[src/rtl/psg_multichannel.sv]
// Multi-channel PSG core: NCH square-wave tone channels, a shared 17-bit noise
// LFSR and a YM-style envelope generator, with per-channel L/R panning and
// registered stereo mix outputs. Programmed over the AY bus (BDIR/BC).
module psg_multichannel #(
  parameter  int NCH = 3,
  parameter  int TW  = 12,
  parameter  int EW  = 16,
  localparam int AW  = $clog2(4*NCH+4),
  localparam int OW  = 8 + $clog2(NCH+1)
) (
  input  logic          CLK,
  input  logic          RESET,
  input  logic          CE,
  input  logic          BDIR,
  input  logic          BC,
  input  logic [7:0]    DI,
  output logic [7:0]    DO,
  input  logic          SEL,
  input  logic          MODE,
  output logic [OW-1:0] OUT_L,
  output logic [OW-1:0] OUT_R,
  output logic [NCH-1:0] ACTIVE
);

  // High period bytes are stored pre-masked so reads and compares see only valid bits.
  localparam logic [7:0] TMASK = 8'((1 << (TW-8)) - 1);
  localparam logic [7:0] EMASK = 8'((1 << (EW-8)) - 1);

  localparam logic [7:0] YM_TAB [32] = '{
    8'd0,   8'd1,   8'd2,   8'd2,   8'd2,   8'd3,   8'd3,   8'd4,
    8'd5,   8'd6,   8'd7,   8'd8,   8'd10,  8'd11,  8'd13,  8'd16,
    8'd19,  8'd23,  8'd27,  8'd32,  8'd38,  8'd45,  8'd54,  8'd64,
    8'd76,  8'd90,  8'd107, 8'd128, 8'd152, 8'd180, 8'd214, 8'd255
  };
  localparam logic [7:0] AY_TAB [16] = '{
    8'd0,   8'd2,   8'd3,   8'd4,   8'd6,   8'd8,   8'd11,  8'd16,
    8'd23,  8'd32,  8'd45,  8'd64,  8'd90,  8'd128, 8'd180, 8'd255
  };

  // Register file
  logic [AW-1:0] addr;
  logic [7:0]    per_lo [NCH];
  logic [7:0]    per_hi [NCH];
  logic [4:0]    vreg   [NCH];
  logic [3:0]    ctrl   [NCH];
  logic [4:0]    nper;
  logic [7:0]    eper_lo;
  logic [7:0]    eper_hi;
  logic [3:0]    shape;

  // Generator state
  logic          bdir_q;
  logic [3:0]    pre_cnt;
  logic          nphase;
  logic [TW-1:0] tcnt [NCH];
  logic [NCH-1:0] sq;
  logic [4:0]    ncnt;
  logic [16:0]   lfsr;
  logic [EW-1:0] ecnt;
  logic [4:0]    env_vol;
  logic          env_up;
  logic          env_hold;
  logic          restart;
  logic [7:0]    lvl_l_q [NCH];
  logic [7:0]    lvl_r_q [NCH];

  // Combinational helpers
  logic          acc;
  logic          shape_wr;
  logic          tick;
  logic          ntick;
  logic [15:0]   tper_m1 [NCH];
  logic [15:0]   eper_m1;
  logic [4:0]    nper_m1;
  logic [4:0]    ev_n;
  logic          eu_n;
  logic          eh_n;
  logic [7:0]    lvl8 [NCH];
  logic [7:0]    do_r;
  logic [OW-1:0] sum_l;
  logic [OW-1:0] sum_r;

  assign acc      = BDIR & ~bdir_q;
  assign shape_wr = acc & ~BC & ~RESET & (addr == AW'(4*NCH+3));
  assign tick     = CE & (pre_cnt == 4'd0);
  assign ntick    = tick & nphase;
  assign DO       = do_r;

  // BDIR edge detector; left out of reset so a held BDIR cannot fake a new access.
  always_ff @(posedge CLK) begin
    bdir_q <= BDIR;
  end

  // Bus side: address latch and register writes (reset takes priority).
  always_ff @(posedge CLK) begin
    if (RESET) begin
      addr    <= '0;
      nper    <= '0;
      eper_lo <= '0;
      eper_hi <= '0;
      shape   <= '0;
      for (int unsigned i = 0; i < NCH; i++) begin
        per_lo[i] <= '0;
        per_hi[i] <= '0;
        vreg[i]   <= '0;
        ctrl[i]   <= '1;
      end
    end else if (acc) begin
      if (BC) begin
        addr <= DI[AW-1:0];
      end else begin
        for (int unsigned i = 0; i < NCH; i++) begin
          if (addr == AW'(4*i))   per_lo[i] <= DI;
          if (addr == AW'(4*i+1)) per_hi[i] <= DI & TMASK;
          if (addr == AW'(4*i+2)) vreg[i]   <= DI[4:0];
          if (addr == AW'(4*i+3)) ctrl[i]   <= DI[3:0];
        end
        if (addr == AW'(4*NCH))   nper    <= DI[4:0];
        if (addr == AW'(4*NCH+1)) eper_lo <= DI;
        if (addr == AW'(4*NCH+2)) eper_hi <= DI & EMASK;
        if (addr == AW'(4*NCH+3)) shape   <= DI[3:0];
      end
    end
  end

  // Read mux: unmapped addresses return zero.
  always_comb begin
    do_r = '0;
    for (int unsigned i = 0; i < NCH; i++) begin
      if (addr == AW'(4*i))   do_r = per_lo[i];
      if (addr == AW'(4*i+1)) do_r = per_hi[i];
      if (addr == AW'(4*i+2)) do_r = {3'b000, vreg[i]};
      if (addr == AW'(4*i+3)) do_r = {4'b0000, ctrl[i]};
    end
    if (addr == AW'(4*NCH))   do_r = {3'b000, nper};
    if (addr == AW'(4*NCH+1)) do_r = eper_lo;
    if (addr == AW'(4*NCH+2)) do_r = eper_hi;
    if (addr == AW'(4*NCH+3)) do_r = {4'b0000, shape};
  end

  // Period-minus-one compare values (period 0 behaves as 1) and envelope step.
  always_comb begin
    for (int unsigned i = 0; i < NCH; i++) begin
      tper_m1[i] = ({per_hi[i], per_lo[i]} == 16'd0) ? 16'd0 : {per_hi[i], per_lo[i]} - 16'd1;
      ACTIVE[i]  = ~(ctrl[i][0] & ctrl[i][1]);
    end
    eper_m1 = ({eper_hi, eper_lo} == 16'd0) ? 16'd0 : {eper_hi, eper_lo} - 16'd1;
    nper_m1 = (nper == 5'd0) ? 5'd0 : nper - 5'd1;
    ev_n = env_vol;
    eu_n = env_up;
    eh_n = env_hold;
    if (env_up ? (env_vol == 5'd31) : (env_vol == 5'd0)) begin
      if (!shape[3]) begin
        eh_n = 1'b1;
        ev_n = 5'd0;
      end else if (shape[0]) begin
        eh_n = 1'b1;
        ev_n = shape[1] ? ~env_vol : env_vol;
      end else if (shape[1]) begin
        eu_n = ~env_up;
        ev_n = env_up ? 5'd30 : 5'd1;
      end else begin
        ev_n = env_up ? 5'd0 : 5'd31;
      end
    end else begin
      ev_n = env_up ? env_vol + 5'd1 : env_vol - 5'd1;
    end
  end

  // Prescaler, tone counters, noise LFSR and envelope; all frozen while CE is low.
  always_ff @(posedge CLK) begin
    if (RESET) begin
      pre_cnt  <= '0;
      nphase   <= 1'b0;
      sq       <= '0;
      ncnt     <= '0;
      lfsr     <= '0;
      ecnt     <= '0;
      env_vol  <= '0;
      env_up   <= 1'b0;
      env_hold <= 1'b1;
      restart  <= 1'b0;
      for (int unsigned i = 0; i < NCH; i++) tcnt[i] <= '0;
    end else begin
      if (CE) begin
        pre_cnt <= (pre_cnt == 4'd0) ? {SEL, 3'b111} : pre_cnt - 4'd1;
      end
      if (tick) begin
        nphase <= ~nphase;
        for (int unsigned i = 0; i < NCH; i++) begin
          if (16'(tcnt[i]) >= tper_m1[i]) begin
            tcnt[i] <= '0;
            sq[i]   <= ~sq[i];
          end else begin
            tcnt[i] <= tcnt[i] + 1'b1;
          end
        end
      end
      if (ntick) begin
        if (ncnt >= nper_m1) begin
          ncnt <= '0;
          lfsr <= {lfsr[0] ^ lfsr[2] ^ (lfsr == 17'd0), lfsr[16:1]};
        end else begin
          ncnt <= ncnt + 5'd1;
        end
      end
      // A pending restart consumes its CE instead of an envelope step.
      if (CE && restart) begin
        env_vol  <= shape[2] ? 5'd0 : 5'd31;
        env_up   <= shape[2];
        env_hold <= 1'b0;
        ecnt     <= '0;
        restart  <= 1'b0;
      end else if (tick && !env_hold) begin
        if (16'(ecnt) >= eper_m1) begin
          ecnt     <= '0;
          env_vol  <= ev_n;
          env_up   <= eu_n;
          env_hold <= eh_n;
        end else begin
          ecnt <= ecnt + 1'b1;
        end
      end
      if (shape_wr) restart <= 1'b1;
    end
  end

  // Per-channel gating and volume lookup.
  always_comb begin
    for (int unsigned i = 0; i < NCH; i++) begin
      logic       g;
      logic [4:0] level;
      g       = (ctrl[i][0] | sq[i]) & (ctrl[i][1] | lfsr[0]);
      level   = g ? (vreg[i][4] ? env_vol : {vreg[i][3:0], vreg[i][3]}) : 5'd0;
      lvl8[i] = MODE ? AY_TAB[level[4:1]] : YM_TAB[level];
    end
  end

  // Stereo sums of the registered, panned channel levels.
  always_comb begin
    sum_l = '0;
    sum_r = '0;
    for (int unsigned i = 0; i < NCH; i++) begin
      sum_l = sum_l + OW'(lvl_l_q[i]);
      sum_r = sum_r + OW'(lvl_r_q[i]);
    end
  end

  // Two-stage mix pipeline: panned levels, then registered L/R sums.
  always_ff @(posedge CLK) begin
    if (RESET) begin
      OUT_L <= '0;
      OUT_R <= '0;
      for (int unsigned i = 0; i < NCH; i++) begin
        lvl_l_q[i] <= '0;
        lvl_r_q[i] <= '0;
      end
    end else if (CE) begin
      OUT_L <= sum_l;
      OUT_R <= sum_r;
      for (int unsigned i = 0; i < NCH; i++) begin
        lvl_l_q[i] <= ctrl[i][2] ? lvl8[i] : 8'd0;
        lvl_r_q[i] <= ctrl[i][3] ? lvl8[i] : 8'd0;
      end
    end
  end

endmodule
[config.mk]
export PLATFORM = sky130hd
export DESIGN_NAME = psg_multichannel
export DESIGN_NICKNAME = d
export VERILOG_FILES = /design/src/rtl/psg_multichannel.sv
export SDC_FILE = /design/constraint.sdc
export NUM_CORES = 1
export LEC_CHECK = 0
export CAP_MARGIN = 20
export CORE_ASPECT_RATIO = 1.75
export CORE_MARGIN = 2
export CORE_UTILIZATION = 40
export DETAILED_ROUTE_END_ITERATION = 8
export PLACE_DENSITY = 0.62
export SKIP_LAST_GASP = 1
export SYNTH_ARGS = -nofsm -noshare
export SYNTH_HDL_FRONTEND = slang
export SYNTH_SLANG_ARGS = --single-unit
export TNS_END_PERCENT = 100
[constraint.sdc]
create_clock -name CLK -period 8.5 [get_ports CLK]
set_input_delay 0.85 -clock CLK [delete_from_list [all_inputs] [get_ports CLK]]
set_output_delay 0.85 -clock CLK [all_outputs]
set_load 0.01 [all_outputs]
# Yosys cells after proc, flatten, opt, wreduce, memory -nomap -nowiden
# Memories as Yosys holds them, arrays and structs flattened.
# Index checks and enable logic that the tools add are counted.
# classes
n_reduce_logical	31
n_eq_ne	19
bitwise	62
muxes	192
add_sub_neg	17
magnitude_cmp	11
# op_table
op	n
$mux W8	46
$mux W5	23
$mux W1	105
$mux W16	5
$mux W12	6
$logic_not A16 Y1	4
$sub A16 B1 Y16 const B	4
$ge A12 B16 Y1	3
$add A12 B1 Y12 const B	3
$eq A4 B4 Y1 const B	8
$or A1 B1 Y1	30
$mux W4	7
$add A9 B8 Y10	2
$add A8 B8 Y9	2
$ge A6 B6 Y1 const B	3
$not A5 Y6	3
$logic_not A17 Y1	1
$add A16 B1 Y16 const B	1
$eq A4 B3 Y1 const B	4
$ge A16 B16 Y1	1
$ge A5 B5 Y1 const B	3
$not A4 Y5	3
$reduce_and A3 Y1	5
$and A1 B1 Y1	12
other kinds (22)	48
# word_totals
register_bits	104
word_cells	365
output_inout_bits	31
input_bits	15
mem_bits_ro	1152
ram_bits	147
n_memories	13
# memory_table
name	words	width	read_ports	rd_clocked_by_memory_dff	wr	line	text
(no name shown)	32	8	1	0	0	235	lvl8[i] = MODE ? AY_TAB[level[4:1]] : YM_TAB[level];
(no name shown)	32	8	1	0	0	235	
(no name shown)	32	8	1	0	0	235	
(no name shown)	16	8	1	0	0	235	
(no name shown)	16	8	1	0	0	235	
(no name shown)	16	8	1	0	0	235	
7 more memories	n/a	n/a	n/a	n/a	n/a	n/a	

# Depth between registers and ports, before layout
# logic_depth
ltp_word	17
depth_mapped	14
ltp_nobuf	13

# Least setup slack after synthesis
# Ideal clock, no wire load.
# synth_timing
kind	register -> register
start	memory per_lo[2][6] (netlist: per_lo[0][22])
end	memory tcnt[2][10], data pin
t_required_ns	8.349
path_stages_with_launch	15
arrival_time_ns	3.415
synth_period_minus_slack_ns	3.567
path_slack_ns	4.933
n_path_buf	2
path_cell_list	edfxtp_1 > or4_4 > or4_4 > nor4_4 > nand2_1 > clkbuf_1 > nand2_1 > ha_1 > a2111o_1 > a31oi_1 > o21ai_0 > a31oi_1 > nor2_2 > buf_6 > nor3_2
# synth_lines
item	line	text
start: declaration	42	logic [7:0] per_lo [NCH];
end: declaration	55	logic [TW-1:0] tcnt [NCH];

# Worst setup path in the final report
# layout_timing
start	register eper_lo[2]
end	register ecnt[15]
# layout_between
elab_chain_len	4
elab_cells_between_ends	5
cone_classes	1 x add/sub; 1 x order compare; 2 x mux; 1 x reduce/logical
# layout_lines
item	line	text
start: declaration	47	logic [7:0] eper_lo;
start signal: assignment	99	eper_lo <= '0;
start signal: assignment	119	if (addr == AW'(4*NCH+1)) eper_lo <= DI;
$sub A16 B1 Y16 or $logic_not A16 Y1 (tied branches)	147	eper_m1 = ({eper_hi, eper_lo} == 16'd0) ? 16'd0 : {eper_hi, eper_lo} - 16'd1;
$mux W16 *	147	
$ge A16 B16 Y1 *	215	if (16'(ecnt) >= eper_m1) begin
$mux W16 *	215	
end signal: assignment	221	ecnt <= ecnt + 1'b1;
end: declaration	59	logic [EW-1:0] ecnt;
# Every way passes the cells marked *; elsewhere a longest branch is shown, timed or not.
# A chain may end at the register's enable or synchronous reset.

==> results.tsv <==
stage	metric	value	unit
setup_path	path_cells	or4_1 > nor3_2 > nand4_1 > and2_1 > ha_1 > nor2b_1 > o21ai_0 > a221oi_1 > o41a_1 > o21ai_1 > nor2_1	
sta	rsz0062_at_grt	no	
sta	period_minus_slack	4.46	ns
sta	finClkSkew	0.0137	ns
drt	drt_drc_violations_left	0	
synthesis	syn_avg_cell_area	9.24	um^2
die	floorplan.rows	99	
setup_path	cp-end-kind	register	
placement	pre_cts_ws	4.03	ns
global_routing	gr-total-overflow	0	
sta	layout_setup_ws	4.04	ns
setup_path	crit_path_max_incr_delay	0.89	ns
cts	cts-root-buf	clkbuf_16	
cells_and_area	final_cell_mix	nor2_1 (236), nand2_1 (159), edfxtp_1 (147)	
sta	fin_crit_sh	52.5	%
synthesis	synth-main-ff-cell	edfxtp_1	
sta	slew_headroom	26.3	%
drt	drtIter0Drc	1057	
pwr	p_leak	6.99	nW
cts	clockBufferDepth	3	
setup_path	slowest_stage	o21ai_1	
global_routing	grt_max_degree	66	
synthesis	ys_warn_count	0	
pwr	peakVddDrop	0.131	mV
global_routing	grt_pass1_wl	76300	um
synthesis	async_flop_share	0	%
synthesis	synth_top_family_by_area	simple AND/OR/NAND/NOR gates	
drt	wl_per_cell	20.4	um
drt	route.met3.wl	2020	um
synthesis	synth-simple-area-share	19.4	%
synthesis	synth-xor-area-share	5.25	%
die	core-area	0.0414	mm^2
placement	dp_hpwl	36800	um
min_path	hold_class	register to register	
synthesis	yosysSeqAreaShare	38.9	%
synthesis	netlist_instances	1805	
die	start_util	40.3	%
placement	post_dp_cell_area	0.0176	mm^2
cells_and_area	insertedDiodeCount	0	
global_routing	track_usage	22.6	%
synthesis	synth_fa_ha_area_share	10.8	%
synthesis	synth_nets	1952	
sta	max_freq	0.224	GHz
setup_path	worstPathArrival	4.86	ns
drt	routed_via_density	5.82	
cts	ctsHoldBuffers	0	
sta	finalHoldViolCount	0	
die	fp.dieH	274	um
synthesis	ys_types	77	
sta	whs	0.465	ns
synthesis	synth-edff-count	147	
drt	antenna_left	0	
cts	cts_tree	yes	
die	die-area	0.0434	mm^2
drt	wl	48700	um
placement	io_buffer_count	45	
drt	routed.top_layer	met4	
sta	drv_slew	0	
die	die_w	158	um
cells_and_area	syn_to_final_growth	10.8	%
synthesis	muxShareOfSynthArea	7.32	%
setup_path	cp.required	8.89	ns
cts	clock_latency	0.56	ns
drt	wl_met2	26200	um
cts	htreeDepth	1	
cts	numCtsBuffers	26	
cells_and_area	design_area	0.0185	mm^2
global_routing	antenna_found_initial	0	
pwr	p_per_area	167	mW/mm^2
cells_and_area	drive_gt1_share	6.44	%
flow_run	maxCapViolCount	0	
cts	cts_sinks	251	
setup_path	path_max_fanout	16	
synthesis	synth_seq_cells	251	
sta	fin_setup_tns	0	ns
setup_path	crit_type	register to register	
cells_and_area	final_common_cell	nor2_1	
synthesis	syn-cell-area	0.0167	mm^2
drt	vias	13900	
global_routing	grt_pass1_vias	13700	
cts	postCtsSetupRepairBufs	0	
drt	wl_met1	17200	um
setup_path	worstSetupStartpointType	register	
outcome	status	complete, no violations	
cts	cts_resized	0	
placement	globalplace.congestion	0.940	
cts	clkTransAtPathRegs	0.07	ns
die	io_pins	46	
sta	worst_pin_slew	1.10	ns
synthesis	synth_compound_area_share	14.9	%
drt	first_pass_iters	6	
sta	finalSetupViolations	0	
cells_and_area	nNetsFinal	1960	
==> path summary, 6_finish.rpt <==
path,from,endpoint,slack [ns],cells after the start
min reg2reg,OUT_R[9],OUT_R[9],0.46,2
max,eper_lo[2],ecnt[15],4.04,11
min,OUT_R[9],OUT_R[9],0.46,2
max reg2reg,eper_lo[2],ecnt[15],4.04,11
==> worst max-delay path, delay by kind of cell, from the launching register on <==
kind | cells | cell delay (ns)
adders and majority gates | 1 | 0.27
and+or+nand+nor | 6 | 2.02
DFF | 1 | 0.36
AOI/OAI and AO/OA | 4 | 1.66
==> cell families after synthesis <==
family | count (synthesis)
and+or+nand+nor | 680
xor gates and xnor gates | 100
adders and majority gates | 132
AOI/OAI and AO/OA | 384
DFF | 251
buffers and inverters | 151
muxes | 107
==> registers in the layout, summed over array words and instances (netlist names), 3 cells and up <==
signal / flops
OUT_L: 10
OUT_R: 10
addr: 4
ctrl: 12
ecnt: 16
env_vol: 5
eper_hi: 8
eper_lo: 8
lfsr: 17
lvl_l_q: 24
lvl_r_q: 24
ncnt: 5
nper: 5
per_hi: 12
per_lo: 24
pre_cnt: 4
shape: 4
sq: 3
tcnt: 36
vreg: 15
==> synthesized netlist by cell type, types with 6 or more instances <==
master / count / area share [%]
a211o_1: 6 / 0.32
a211oi_1: 21 / 0.95
a21o_1: 16 / 0.72
a21oi_1: 98 / 2.9
a22o_1: 8 / 0.42
a31oi_1: 19 / 0.71
a32oi_1: 6 / 0.32
and2_1: 22 / 0.83
and3_1: 16 / 0.60
buf_1: 11 / 0.25
buf_2: 11 / 0.33
clkbuf_1: 59 / 1.3
dfxtp_1: 104 / 12
edfxtp_1: 147 / 26
fa_1: 19 / 2.3
ha_1: 113 / 8.5
inv_1: 67 / 1.5
mux2_2: 20 / 1.4
mux2i_1: 77 / 4.6
mux4_2: 10 / 1.4
nand2_1: 159 / 3.6
nand2b_1: 28 / 1.1
nand3_1: 64 / 1.9
nand4_1: 19 / 0.71
nor2_1: 236 / 5.3
nor2b_1: 15 / 0.56
nor3_1: 52 / 1.6
nor3_2: 10 / 0.60
nor4_1: 15 / 0.56
o211ai_1: 13 / 0.59
o21a_1: 8 / 0.36
o21ai_0: 91 / 2.7
o21ai_1: 6 / 0.18
o22ai_1: 17 / 0.64
o31ai_1: 10 / 0.45
o32ai_1: 6 / 0.32
or3_1: 11 / 0.41
or4_1: 7 / 0.32
xnor2_1: 40 / 2.1
xor2_1: 60 / 3.2
==> layer usage <==
layer / GRT usage, % / vias to the layer above
li1: - / 6582
met1: 23.5 / 6733
met2: 42.9 / 439
met3: 2.50 / 149
met4: 13.4 / 0
met5: 0 / -
==> report_power, final <==
group / leakage (nW) / switching, W / internal, W
Clock: 0.428 / 0.000511 / 0.000650
Sequential: 2.37 / 0.0000741 / 0.00136
Combinational: 4.19 / 0.000292 / 0.000207
Total: 6.99 / 0.000877 / 0.00222
==> metrics by stage <==
step,power [W],util [%],cells
CTS,0.00312,44.7,2387
floorplan,0.00178,-,1805
finish,0.00309,44.7,2388
global placement,0.00195,42.6,2339
detailed placement,0.00196,42.6,2339
global route,0.00322,44.7,2388
==> layout make-up <==
class                      count  area (um^2)
fill                        4060        22900
multi-input combinational   1403         9600
sequential                   251         6500
clock buffer                  30          728
tap                          555          694
timing repair buffer          62          571
inverter                      69          259
clock inverter                18          138
(Power assumes the default switching activity.)
